--- src/rtl/display_scan_n.sv ---
// Multi-digit seven-segment display driver.
// A loaded binary value goes through a sequential double-dabble conversion to BCD.
// The result is time-multiplexed onto shared segment lines, with optional leading-zero
// blanking and a dash pattern when the value does not fit in N_DIGITS digits.
module display_scan_n #(
  parameter int unsigned N_DIGITS         = 4,
  parameter int unsigned IN_WIDTH         = 14,
  parameter int unsigned REFRESH_OVERFLOW = 2**19 - 1
) (
  input  logic                clk,
  input  logic                reset,
  input  logic [IN_WIDTH-1:0] value_i,
  input  logic                load_i,
  input  logic                blank_lz_i,
  output logic                busy_o,
  output logic [N_DIGITS-1:0] digit_select,
  output logic [6:0]          led_select
);

  localparam int unsigned BcdW = 4 * N_DIGITS + 4;
  localparam int unsigned NNib = N_DIGITS + 1;
  localparam int unsigned DispW = 4 * N_DIGITS;
  localparam int unsigned CntW = $clog2(IN_WIDTH + 1);
  localparam int unsigned RefW = (REFRESH_OVERFLOW > 0) ? $clog2(REFRESH_OVERFLOW + 1) : 1;
  localparam int unsigned IdxW = (N_DIGITS > 1) ? $clog2(N_DIGITS) : 1;

  localparam logic [CntW-1:0] IterInit = CntW'(IN_WIDTH);
  localparam logic [RefW-1:0] RefMax = RefW'(REFRESH_OVERFLOW);
  localparam logic [IdxW-1:0] IdxMax = IdxW'(N_DIGITS - 1);

  typedef enum logic [1:0] {StIdle, StShift, StCommit} state_e;

  state_e              state_q, state_d;
  logic [IN_WIDTH-1:0] bin_q, bin_d;
  logic [BcdW-1:0]     bcd_q, bcd_d;
  logic                sticky_q, sticky_d;
  logic [CntW-1:0]     cnt_q, cnt_d;
  logic [DispW-1:0]    disp_q, disp_d;
  logic                ovf_q, ovf_d;
  logic [RefW-1:0]     ref_q, ref_d;
  logic [IdxW-1:0]     idx_q, idx_d;

  logic [BcdW-1:0]     adj;
  logic [3:0]          nibble;
  logic                upper_nz;
  logic [6:0]          seg;

  // State and datapath registers.
  always_ff @(posedge clk or negedge reset) begin
    if (!reset) begin
      state_q  <= StIdle;
      bin_q    <= '0;
      bcd_q    <= '0;
      sticky_q <= 1'b0;
      cnt_q    <= '0;
      disp_q   <= '0;
      ovf_q    <= 1'b0;
      ref_q    <= '0;
      idx_q    <= '0;
    end else begin
      state_q  <= state_d;
      bin_q    <= bin_d;
      bcd_q    <= bcd_d;
      sticky_q <= sticky_d;
      cnt_q    <= cnt_d;
      disp_q   <= disp_d;
      ovf_q    <= ovf_d;
      ref_q    <= ref_d;
      idx_q    <= idx_d;
    end
  end

  // Converter next state.
  always_comb begin
    state_d = state_q;
    unique case (state_q)
      StIdle:   if (load_i) state_d = StShift;
      StShift:  if (cnt_q == CntW'(1)) state_d = StCommit;
      StCommit: state_d = StIdle;
      default:  state_d = StIdle;
    endcase
  end

  // Converter outputs.
  always_comb begin
    busy_o = (state_q != StIdle);
  end

  // Double-dabble correction: every nibble (guard included) >= 5 gets +3 before the shift.
  always_comb begin
    adj = bcd_q;
    for (int i = 0; i < int'(NNib); i++) begin
      if (bcd_q[4*i +: 4] >= 4'd5) adj[4*i +: 4] = bcd_q[4*i +: 4] + 4'd3;
    end
  end

  // Converter datapath; bits pushed out of the guard nibble stick as overflow.
  always_comb begin
    bin_d    = bin_q;
    bcd_d    = bcd_q;
    sticky_d = sticky_q;
    cnt_d    = cnt_q;
    disp_d   = disp_q;
    ovf_d    = ovf_q;
    unique case (state_q)
      StIdle: begin
        if (load_i) begin
          bin_d    = value_i;
          bcd_d    = '0;
          sticky_d = 1'b0;
          cnt_d    = IterInit;
        end
      end
      StShift: begin
        bcd_d    = {adj[BcdW-2:0], bin_q[IN_WIDTH-1]};
        sticky_d = sticky_q | adj[BcdW-1];
        bin_d    = bin_q << 1;
        cnt_d    = cnt_q - 1'b1;
      end
      StCommit: begin
        disp_d = bcd_q[DispW-1:0];
        ovf_d  = sticky_q | (bcd_q[BcdW-1 -: 4] != 4'd0);
      end
      default: ;
    endcase
  end

  // Free-running refresh counter and digit scan index.
  always_comb begin
    ref_d = ref_q + 1'b1;
    idx_d = idx_q;
    if (ref_q == RefMax) begin
      ref_d = '0;
      idx_d = (idx_q == IdxMax) ? '0 : idx_q + 1'b1;
    end
  end

  // Digit decode: anode select, BCD-to-segment, blanking and overflow dashes.
  always_comb begin
    digit_select = ~(N_DIGITS'(1) << idx_q);
    nibble       = disp_q[{idx_q, 2'b00} +: 4];
    upper_nz     = 1'b0;
    for (int i = 0; i < int'(N_DIGITS); i++) begin
      if ((IdxW'(i) >= idx_q) && (disp_q[4*i +: 4] != 4'd0)) upper_nz = 1'b1;
    end
    unique case (nibble)
      4'd0:    seg = 7'b1000000;
      4'd1:    seg = 7'b1111001;
      4'd2:    seg = 7'b0100100;
      4'd3:    seg = 7'b0110000;
      4'd4:    seg = 7'b0011001;
      4'd5:    seg = 7'b0010010;
      4'd6:    seg = 7'b0000010;
      4'd7:    seg = 7'b1111000;
      4'd8:    seg = 7'b0000000;
      4'd9:    seg = 7'b0010000;
      default: seg = 7'b1111111;
    endcase
    if (ovf_q) begin
      led_select = 7'b0111111;
    end else if (blank_lz_i && (idx_q != '0) && !upper_nz) begin
      led_select = 7'b1111111;
    end else begin
      led_select = seg;
    end
  end

endmodule

--- config.mk ---
export PLATFORM = sky130hd
export DESIGN_NAME = display_scan_n
export DESIGN_NICKNAME = d
export VERILOG_FILES = /design/src/rtl/display_scan_n.sv
export SDC_FILE = /design/constraint.sdc
export NUM_CORES = 1
export LEC_CHECK = 0
export CAP_MARGIN = 25
export CORE_MARGIN = 5
export CORE_UTILIZATION = 60
export DETAILED_ROUTE_END_ITERATION = 12
export PLACE_DENSITY_LB_ADDON = 0.12
export SETUP_SLACK_MARGIN = 0.3
export SYNTH_ARGS = -nofsm -noshare
export SYNTH_HDL_FRONTEND = slang
export SYNTH_SLANG_ARGS = --single-unit
--- constraint.sdc ---
create_clock -name clk -period 5.95 [get_ports clk]
set_clock_uncertainty 0.2 [all_clocks]
set_input_delay 0.8925 -clock clk [delete_from_list [all_inputs] [get_ports clk]]
set_output_delay 0.8925 -clock clk [all_outputs]
set_load 0.02 [all_outputs]
# Word level (Yosys, flattened, before mapping)
# Memories as Yosys holds them, arrays and structs flattened.
# Index checks and enable logic that the tools add are counted.
[op_classes]
addsub = 8
order_cmp = 9
n_eq_ne = 7
shifts = 2
mux = 24
bitwise_logic = 3
n_reduce_logical = 18
[ops]
columns = ["cell", "count"]
rows = [
  ["20-bit case mux with 2 select lines", 1],
  ["14-bit case mux with 2 select lines", 1],
  ["4-bit 2-to-1 mux", 6],
  ["4-bit by 2-bit adder with 4-bit output (second input constant)", 5],
  ["4-bit by 3-bit >= comparator with 1-bit output (second input constant)", 5],
  ["20-bit 2-to-1 mux", 1],
  ["4-bit nonzero test", 5],
  ["19-bit by 1-bit adder with 19-bit output (second input constant)", 1],
  ["19-bit == test (second input constant)", 1],
  ["19-bit 2-to-1 mux", 1],
  ["16-bit by 5-bit variable part select with 4-bit output", 1],
  ["14-bit 2-to-1 mux", 1],
  ["7-bit 2-to-1 mux", 2],
  ["4-bit case mux with 2 select lines", 1],
  ["1-bit logical AND", 6],
  ["2-bit 2-to-1 mux", 3],
  ["2-bit nonzero test", 3],
  ["1-bit 2-to-1 mux", 5],
  ["2-bit == test (second input constant)", 2],
  ["4-bit by 1-bit == test with 1-bit output (second input constant)", 1],
  ["1-bit by 2-bit >= comparator with 1-bit output (first input constant)", 2],
  ["2-bit >= comparator (first input constant)", 2],
  ["2-bit != test (second input constant)", 2],
  ["4-bit inverter", 1],
  ["other kinds (10)", 12],
]
[totals]
register_bits = 79
rom_bits = 112
in_bits = 18
out_inout_bits = 12
elab_cells = 81
n_memories = 1
[mem_list]
columns = ["name", "words", "width", "read_ports", "rd_clocked_by_memory_dff", "wr", "line_no", "text"]
rows = [
  ["(name not given)", 16, 7, 1, 0, 0, "146", "unique case (nibble)"],
]

# Longest topological paths before layout
# Gate-level depths: netlist (run 1).
[logic_depth]
word_depth = 10
mapped_depth = 7
ltp_nobuf = 6

# Worst setup path before layout (run 1)
# Ideal clock, no wire load.
[synth_path]
path_type = "in2out"
start = "input port blank_lz_i"
end = "output port led_select[6]"
arrival_ns = 2.178
t_required_ns = 4.858
setup_slack_ns = 2.679
stages = 4
n_path_buf = 0
path_cell_list = "or4b_1 a2111oi_4 nand2_1 a21oi_1"
[synth_between]
elab_chain_cells = 4
[synth_lines]
columns = ["element", "line_no", "text"]
rows = [
  ["from (decl)", "14", "input logic blank_lz_i,"],
  ["1-bit logical AND (2 in a row)", "161", "end else if (blank_lz_i && (idx_q != '0) && !upper_nz) begin"],
  ["7-bit 2-to-1 mux", "161", ""],
  ["7-bit 2-to-1 mux", "159", "if (ovf_q) begin"],
  ["to (decl)", "17", "output logic [6:0] led_select"],
]
# Every way passes these cells.

# Worst setup path in the final report (run 1)
[layout_path]
start = "input port blank_lz_i"
end = "output port led_select[2]"
# The elaborated chain is that of the path after synthesis.

==> results of run 1 <==
==> flip-flops by register name, summed over array words and instances (netlist names) <==
name / count
sticky_q: 1
cnt_q: 4
state_q: 2
ovf_q: 1
bcd_q: 20
disp_q: 16
ref_q: 19
idx_q: 2
bin_q: 14
==> metrics by stage <==
stage / hold WS [ps] / instances / util (%) / setup slack (ps)
after floorplan: 238 / 393 / - / 2680
after global placement: 257 / 507 / 67.3 / 1730
after detailed placement: 263 / 507 / 67.3 / 1740
after CTS: 280 / 523 / 70.3 / 1740
after global routing: 167 / 524 / 70.7 / 1610
final: 177 / 524 / 70.7 / 1740
==> cell type report <==
type | count | share of cell area (%)
multi-input cells | 273 | 43.0
well taps | 96 | 2.50
flip-flops and latches | 79 | 41.2
clock inverters | 6 | 1.25
inverters | 26 | 2.03
repair buffers | 34 | 7.19
clock buffers | 10 | 2.87
==> routing by layer <==
metal  global-route usage (%)  share of wire (%)  vias to the layer above
li1                         -                  -                     1445
met1                     24.3                 46                     1440
met2                     31.9                 50                       36
met3                     3.45                3.0                        4
met4                     6.62               0.91                        0
met5                        0                  0                        -
==> power groups by stage <==
stage          logic [W]  clock network (W)  registers, W
4_1_cts         0.000878           0.000403      0.000851
5_1_grt         0.000985           0.000426      0.000876
6_report        0.000871           0.000393      0.000852
3_5_place_dp    0.000877                  0      0.000860
2_1_floorplan   0.000651                  0      0.000810
3_3_place_gp    0.000846                  0      0.000854
==> cell families (layout without fill, tap and decap cells) <==
group,count (synthesis),in the layout
buffers and inverters,41,76
adders and majority gates,24,24
AOI/OAI and AO/OA,77,77
xor gates and xnor gates,26,26
and+or+nand+nor,118,118
DFF,79,79
muxes,28,28
==> worst max path at each step <==
stage	end	start
final	led_select[2]	blank_lz_i
after global routing	led_select[4]	blank_lz_i
after CTS	led_select[2]	blank_lz_i
after detailed placement	led_select[2]	blank_lz_i
after global placement	led_select[2]	blank_lz_i
after floorplan	led_select[6]	blank_lz_i
==> layout by cell type (no fill, tap or decap), types with 2 or more instances in the layout <==
master           synthesis  final
a211oi_1                 2      2
a21oi_1                 12     12
a22oi_1                 13     13
a32o_1                   5      5
and3_1                   2      2
buf_4                    1      5
clkbuf_8                 0     10
clkdlybuf4s50_1          0     28
clkinv_2                 0      3
clkinvlp_4               0      2
dfrtp_1                 79     79
ha_1                    24     24
inv_1                   26     26
mux2_2                  23     23
mux4_2                   5      5
nand2_1                 38     38
nand2b_1                11     11
nand3_1                 24     24
nand4_4                  2      2
nor2_1                  16     16
nor2b_1                  4      4
nor3_1                   3      3
nor4_1                   3      3
o21ai_0                 24     24
o22ai_1                  2      2
o31ai_1                 13     13
or4_1                    3      3
xnor2_1                 14     14
xor2_1                  12     12
==> impl_metrics.yaml, run 1 <==
run_status:
  status: "finished clean"
critical_path:
  rr_startpoint: "ref_q[0]"
  cp_cell_sequence: "clkdlybuf4s50_1 -> or4b_1 -> a2111oi_4 -> a21oi_2 -> o311ai_1 -> clkdlybuf4s50_1"
  critical_path.slowest_cell: "clkdlybuf4s50_1"
  path_type_of_the_worst_setup_path: "primary input to primary output"
  setup.worst_path.start_class: "primary input"
  path_max_fanout: 6
  crit_path_end_kind: "primary output"
  critical-path-top-cell-by-count: "clkdlybuf4s50_1"
  arrival_ps: 3120
  setup_slack_on_the_worst_flop_to_flop_path_ps: 3610
  critical_path.top_delay_family: "buffers and inverters"
  timing.critical_path.depth: 6
  cp.required_ps: 4860
  timing.reg2reg.worst_path_depth: 5
  cpPeakStageDelay_ps: 640
  critical_path_buf_inv_count: 2
  worst_r2r_endpoint: "idx_q[1]"
floorplan:
  die_width_microns: 93.7
  initial_core_util_pct: 61.8
  placement_rows: 30
  die_area_sq_mm: 0.00878
  floorplan.io_pins: 30
  core-area_sq_mm: 0.00679
  die_y_microns: 93.7
layout:
  final_layout_size_suffix_gt1_share_pct: 14.0
  combined_flip_flop_and_latch_cell_area_sq_mm: 0.00198
  antennaDiodeCount: 0
  multi_input_comb_area_sq_mm: 0.00206
  nFillCells: 503
  final_nets: 465
  areaGrowthSynthToFinish_pct: 14.3
  post-route-cell-area_sq_mm: 0.00480
clocking:
  tritoncts_clock_tree: "yes"
  cts_sinks: 79
  insertion_delay_ps: 340
  max-clock-path-buffers: 2
  htree_num_levels: 3
  clk_transition_reported_paths_ps: 80
  cts_repair_resize_count: 0
  post_cts_buffers: 0
  cts_inserted_buffers: 9
  post_cts_hold_buffer_count: 0
  cts_root_buffer: "clkbuf_8"
yosys:
  sequential_share_of_the_synthesized_area_pct: 47.1
  synth_xor_area_share_pct: 5.42
  yosys.area.top_type_share_pct: 47.1
  syn-mean-instance-area_sq_um: 10.7
  synth_cell_types: 45
  postSynthRegisterBits: 79
  yosys.area_share.simple_pct: 15.3
  number_of_instances_in_the_synthesized_netlist: 393
  synthMuxAreaShare_pct: 8.84
  ys.warnings.count: 0
  area_fraction_in_compound_gates_after_synthesis_pct: 12.4
  ys_async_sr_fraction_pct: 100
  post-synth-top-count-cell: "dfrtp_1"
  ys.flop_type: "dfrtp_1"
  synthesis.area_sq_mm: 0.00420
  synth_largest_area_cell: "dfrtp_1"
  combinational_family_with_the_most_area_after_synthesis: "simple AND/OR/NAND/NOR gates"
  yosys.area_share.adder_pct: 7.15
  postSynthNetCount: 435
  synth.area.top_cells: "dfrtp_1 (47%), ha_1 (7.1%), mux2_2 (6.2%)"
  synth.cells.most_frequent: "dfrtp_1 (79), nand2_1 (38), inv_1 (26)"
  synth-edff-count: 0
placed_design:
  dp_hpwl_mm: 5.21
  placement.cell_area_sq_mm: 0.00458
  port_buffers: 29
  gp_routability_congestion: 0.817
sta:
  finalSetupViolations: 0
  finalCritPeriodShare_pct: 70.8
  grt_setup_unrepaired: "no"
  post-route-min-period_ps: 4210
  final-max-slew-violation-count: 0
  finalHoldViolCount: 0
  max_freq_mhz: 237
  worst_slew_pin_slew_ps: 811
  slew-limit-headroom_pct: 45.7
  aggregate_negative_setup_slack_ps: 0
global_route:
  grt.overflow.total: 0
  number_of_global_route_vias_before_repair: 2878
  grt_first_pass_wirelength_mm: 13.2
  largest_net_degree_at_the_start_of_global_routing: 80
  global_route.usage.total_pct: 18.9
  antenna_violations_before_repair: 0
power:
  ir_worst_vdd_mv: 0.221
  power.share.combinational_pct: 41.2
  portion_of_total_power_attributed_to_the_clock_network_pct: 18.6
  p_switching_w: 0.000796
  power.total_w: 0.00212
  power_per_cell_area_mw_per_mm2: 441
  leakagePower_nw: 2.14
  sw_frac_of_total_pct: 37.6
  p_int_w: 0.00132
  power.share.sequential_pct: 40.3
min_path:
  worstHoldPathType: "primary input to async pin"
job:
  max_cap_viol_count: 0
route:
  wire_per_inst_microns: 14.5
  post_dr_vias_cell: 5.58
  detailedRoute.firstIterationViolations: 63
  route.final.wire_length_mm: 7.57
  detail-route-antenna-nets: 0
  dr_total_vias: 2925
  route.detailed.drc: 0
  drt_first_pass_iters: 5
Power figures use the tool's default switching activity.
==> run 2, diff against run 1 <==
--- a/config.mk
+++ b/config.mk
@@ -7,7 +7,7 @@
 export LEC_CHECK = 0
 export CAP_MARGIN = 25
 export CORE_MARGIN = 5
-export CORE_UTILIZATION = 60
+export CORE_UTILIZATION = 59
 export DETAILED_ROUTE_END_ITERATION = 12
 export PLACE_DENSITY_LB_ADDON = 0.12
 export SETUP_SLACK_MARGIN = 0.3
==> constraint.sdc (replaced) <==
create_clock -name clk -period 4.1 [get_ports clk]
set_clock_uncertainty 0.2 [all_clocks]
set_input_delay 0.615 -clock clk [delete_from_list [all_inputs] [get_ports clk]]
set_output_delay 0.615 -clock clk [all_outputs]
set_load 0.02 [all_outputs]
==> run 2 against run 1 <==
Clock power up 33%; critical endpoint is now led_select[3]; power increased by 44%; sequential cell count unchanged.
==> impl_metrics.yaml, run 2 (synthesis gave the netlist of run 1 again) <==
power:
  power_per_cell_area_mw_per_mm2: 634
  ir_worst_vdd_mv: 0.289
  power.total_w: 0.00304
  leakagePower_nw: 2.14
sta:
  finalCritPeriodShare_pct: 90.0
  finalHoldViolCount: 0
  final-max-slew-violation-count: 0
  finalSetupViolations: 0
  max_freq_mhz: 271
  aggregate_negative_setup_slack_ps: 0
  slew-limit-headroom_pct: 46.5
  worst_slew_pin_slew_ps: 800
  post-route-min-period_ps: 3690
  grt_setup_unrepaired: "no"
critical_path:
  setup.worst_path.start_class: "primary input"
  crit_path_end_kind: "primary output"
  critical_path_buf_inv_count: 2
  path_type_of_the_worst_setup_path: "primary input to primary output"
  path_max_fanout: 6
  cp_cell_sequence: "clkdlybuf4s50_1 -> or4b_1 -> a2111oi_4 -> a21oi_2 -> o21ai_0 -> clkdlybuf4s50_1"
  critical-path-top-cell-by-count: "clkdlybuf4s50_1"
  cp.required_ps: 3280
  critical_path.top_delay_family: "buffers and inverters"
  arrival_ps: 2880
  critical_path.slowest_cell: "clkdlybuf4s50_1"
  cpPeakStageDelay_ps: 650
route:
  post_dr_vias_cell: 5.70
  route.detailed.drc: 0
  wire_per_inst_microns: 15.2
  detail-route-antenna-nets: 0
  drt_first_pass_iters: 6
  detailedRoute.firstIterationViolations: 109
  route.final.wire_length_mm: 7.94
  dr_total_vias: 2989
clocking:
  cts_inserted_buffers: 9
  post_cts_buffers: 0
  htree_num_levels: 3
  tritoncts_clock_tree: "yes"
  insertion_delay_ps: 350
  cts_root_buffer: "clkbuf_8"
  max-clock-path-buffers: 2
  clk_transition_reported_paths_ps: 80
  cts_sinks: 79
layout:
  regMostFlops: "bcd_q"
  nFillCells: 515
  layout.cells.most_common: "dfrtp_1"
  combined_flip_flop_and_latch_cell_area_sq_mm: 0.00198
  largest_register_ff_count: 20
  multi_input_comb_area_sq_mm: 0.00206
  biggestRegsByFlops: "bcd_q: 20 flops, ref_q: 19 flops, disp_q: 16 flops"
  areaGrowthSynthToFinish_pct: 14.0
  antennaDiodeCount: 0
  final_layout_size_suffix_gt1_share_pct: 13.8
  layout.cells.most_common_list: "dfrtp_1 (78), nand2_1 (38), clkdlybuf4s50_1 (28)"
  final_nets: 466
placed_design:
  gp_routability_congestion: 0.779
  dp_hpwl_mm: 5.45
  port_buffers: 29
floorplan:
  core-area_sq_mm: 0.00687
  die_y_microns: 94.4
  initial_core_util_pct: 61.2
  placement_rows: 30
  die_width_microns: 94.4
  die_area_sq_mm: 0.00891
  floorplan.io_pins: 30
global_route:
  global_route.usage.total_pct: 19.9
  grt.overflow.total: 0
  grt_util_met1_pct: 26.6
  globalRoute.busiestLayer: "met2"
  grt_util_met3_pct: 4.22
  largest_net_degree_at_the_start_of_global_routing: 80
  grt_first_pass_wirelength_mm: 13.9
  gr-usage-met2_pct: 32.6
  antenna_violations_before_repair: 0
  number_of_global_route_vias_before_repair: 2933
run_status:
  status: "finished clean"
job:
  max_cap_viol_count: 0
min_path:
  worstHoldPathType: "flip-flop to flip-flop"
run 2: cell count changes in the layout (fill, tap and decap cells not counted), sizes merged:
| cell | before | now |
|---|---|---|
| bufinv | 1 | 0 |
| clkbuf | 10 | 12 |
| clkinvlp | 2 | 0 |
| dlygate4sd3 | 0 | 1 |
run 2: final timing paths:
| path | startpoint | to | slack (ps) | depth (start not counted) |
|---|---|---|---|---|
| min reg2reg | bin_q[7] | bin_q[7] | 280 | 2 |
| max in group asynchronous | reset | idx_q[0] | 2730 | 3 |
| max reg2reg | ref_q[0] | idx_q[0] | 1760 | 5 |
| max | blank_lz_i | led_select[3] | 410 | 6 |
| min in group asynchronous | reset | bcd_q[7] | 420 | 2 |
| min | bin_q[7] | bin_q[7] | 280 | 2 |
run 2: routing by layer:
layer | share of wire (%) | up-vias
met5 | 0 | -
met4 | 1.1 | 0
met3 | 2.4 | 9
met2 | 52 | 41
met1 | 45 | 1490
li1 | - | 1449
run 2: layout make-up:
type	instances	area share (%)
clock buffers	12	3.24
clock inverters	3	0.392
inverters	26	2.04
multi-input cells	273	43.1
flip-flops and latches	79	41.3
well taps	96	2.51
repair buffers	35	7.42
run 2: repair_timing:
action                                 CTS  global route
setup endpoints to repair                0             3
resized for setup                        0             1
hold buffers                             0             1
endpoints found under the hold margin    0             5
run 2: power breakdown:
part / total [W] / leakage (nW) / switching [W] / internal (W)
Sequential: 0.00124 / 1.02 / 0.000219 / 0.00102
Clock: 0.000524 / 0.0922 / 0.000274 / 0.000249
Combinational: 0.00128 / 1.03 / 0.000674 / 0.000603
run 2: stage by stage:
| stage | utilization [%] | hold WS (ps) | std cells | setup slack (ps) | cell area [sq um] |
|---|---|---|---|---|---|
| final | 69.7 | 282 | 524 | 409 | 4790 |
| after global placement | 66.6 | 256 | 507 | 441 | 4580 |
| after global routing | 69.7 | 297 | 524 | 301 | 4790 |
| after CTS | 69.1 | 244 | 522 | 339 | 4750 |
| after floorplan | - | 119 | 393 | 1190 | 4200 |
| after detailed placement | 66.6 | 263 | 507 | 395 | 4580 |
run 2: worst min-delay path: cells and delay by family (launching register included):
| kind | cells | cell delay, ps |
|---|---|---|
| simple gates | 2 | 110 |
| flops | 1 | 350 |
==> run 3, diff against run 2 <==
==> constraint.sdc (replaced) <==
create_clock -name clk -period 4.1 [get_ports clk]
set_clock_uncertainty 0.2 [all_clocks]
set_input_delay 0.615 -clock clk [delete_from_list [all_inputs] [get_ports clk]]
set_output_delay 0.615 -clock clk [all_outputs]
set_load 0.01 [all_outputs]
==> run 3 against run 2 <==
Worst setup slack better by 65 ps; routed wire length decreased by 1.6%; power increased by 1.9%; sequential cell count is the same; clock power grew 22%; global-route usage is 0.42 points lower; design area is 1.0% higher; critical path depth stayed put; clock-buffer cell count decreased by 1; final cell count is 0.19% higher; critical path type unchanged.
==> impl_metrics.yaml, run 3 (synthesis gave the netlist of run 1 again) <==
run_status:
  status: "finished clean"
global_route:
  number_of_global_route_vias_before_repair: 2988
  grt.overflow.total: 0
  grt_first_pass_wirelength_mm: 13.7
  largest_net_degree_at_the_start_of_global_routing: 80
  antenna_violations_before_repair: 0
  global_route.usage.total_pct: 19.5
power:
  ir_worst_vdd_mv: 0.285
  power.total_w: 0.00310
  power_per_cell_area_mw_per_mm2: 640
  leakagePower_nw: 2.16
critical_path:
  crit_path_end_kind: "primary output"
  path_max_fanout: 6
  path_type_of_the_worst_setup_path: "primary input to primary output"
  cp.required_ps: 3280
  setup_slack_on_the_worst_flop_to_flop_path_ps: 1780
  setup.worst_path.start_class: "primary input"
  arrival_ps: 2810
placed_design:
  gp_routability_congestion: 0.779
  port_buffers: 29
  dp_hpwl_mm: 5.42
sta:
  worst_slew_pin_slew_ps: 796
  finalSetupViolations: 0
  grt_setup_unrepaired: "no"
  max_freq_mhz: 276
  finalHoldViolCount: 0
  slew-limit-headroom_pct: 46.7
  aggregate_negative_setup_slack_ps: 0
  post-route-min-period_ps: 3630
  final-max-slew-violation-count: 0
  finalCritPeriodShare_pct: 88.4
floorplan:
  die_width_microns: 94.4
  placement_rows: 30
  core-area_sq_mm: 0.00687
  die_area_sq_mm: 0.00891
  die_y_microns: 94.4
  floorplan.io_pins: 30
  initial_core_util_pct: 61.2
route:
  post_dr_vias_cell: 5.57
  detail-route-antenna-nets: 0
  drt_first_pass_iters: 4
  route.detailed.drc: 0
  wire_per_inst_microns: 14.9
  dr_total_vias: 2923
  route.final.wire_length_mm: 7.81
  detailedRoute.firstIterationViolations: 101
layout:
  layout.cells.most_common: "dfrtp_1"
  layout.cells.most_common_list: "dfrtp_1 (78), nand2_1 (38), clkdlybuf4s50_1 (28)"
  biggestRegsByFlops: "bcd_q: 20 flops, ref_q: 19 flops, disp_q: 16 flops"
  antennaDiodeCount: 0
  largest_register_ff_count: 20
  final_layout_size_suffix_gt1_share_pct: 14.0
  final_nets: 466
  regMostFlops: "bcd_q"
  areaGrowthSynthToFinish_pct: 15.1
clocking:
  insertion_delay_ps: 350
  post_cts_buffers: 0
  max-clock-path-buffers: 2
  clk_transition_reported_paths_ps: 80
  tritoncts_clock_tree: "yes"
  cts_root_buffer: "clkbuf_8"
  cts_inserted_buffers: 9
  htree_num_levels: 3
  cts_sinks: 79
min_path:
  worstHoldPathType: "flip-flop to flip-flop"
job:
  max_cap_viol_count: 0
[run 3: layer usage]
layer  part of all wire, %  GRT usage [%]  vias to the layer above
met2                    51           32.6                       33
met4                   1.1           6.26                        0
li1                      -              -                     1451
met5                     0              0                        -
met3                   2.5           3.98                        9
met1                    46           25.4                     1430
[run 3: stage by stage]
stage | cell area [sq um] | hold WS [ps] | std cells | util (%) | worst slack, ps
final | 4840 | 272 | 525 | 70.4 | 474
after global routing | 4840 | 293 | 525 | 70.4 | 366
after CTS | 4800 | 249 | 523 | 69.9 | 403
after detailed placement | 4580 | 263 | 507 | 66.6 | 465
after global placement | 4580 | 256 | 507 | 66.6 | 508
after floorplan | 4200 | 119 | 393 | - | 1390
[run 3: repair_timing]
action,CTS,global route
setup endpoints to repair,0,1
hold buffers,0,1
resized for setup,0,1
hold endpoints to repair,0,5
[run 3: worst paths after layout]
path                            start             to  depth (start not counted)
min in group asynchronous       reset       bcd_q[7]                          2
max in group asynchronous       reset       idx_q[0]                          3
min                         bin_q[13]       bcd_q[0]                          2
max reg2reg                  ref_q[0]       idx_q[0]                          5
max                        blank_lz_i  led_select[3]                          6
min reg2reg                 bin_q[13]       bcd_q[0]                          2
[run 3: area by class of cell]
type / count / area [sq um]
clock buffer: 11 / 141
multi-input combinational: 273 / 2060
sequential: 79 / 1980
clock inverter: 5 / 81.3
inverter: 26 / 97.6
tap: 96 / 120
fill: 508 / 2030
timing repair buffer: 35 / 355
[run 3: where the power goes]
group | total (W) | switching [W] | internal [W]
Combinational | 0.00122 | 0.000617 | 0.000602
Sequential | 0.00124 | 0.000218 | 0.00102
Clock | 0.000641 | 0.000281 | 0.000360
[run 3: critical path: stages]
cell	delay [ps]
clkdlybuf4s50_1	460
or4b_1	480
a2111oi_4	390
a21oi_2	150
o21ai_0	130
clkdlybuf4s50_1	580
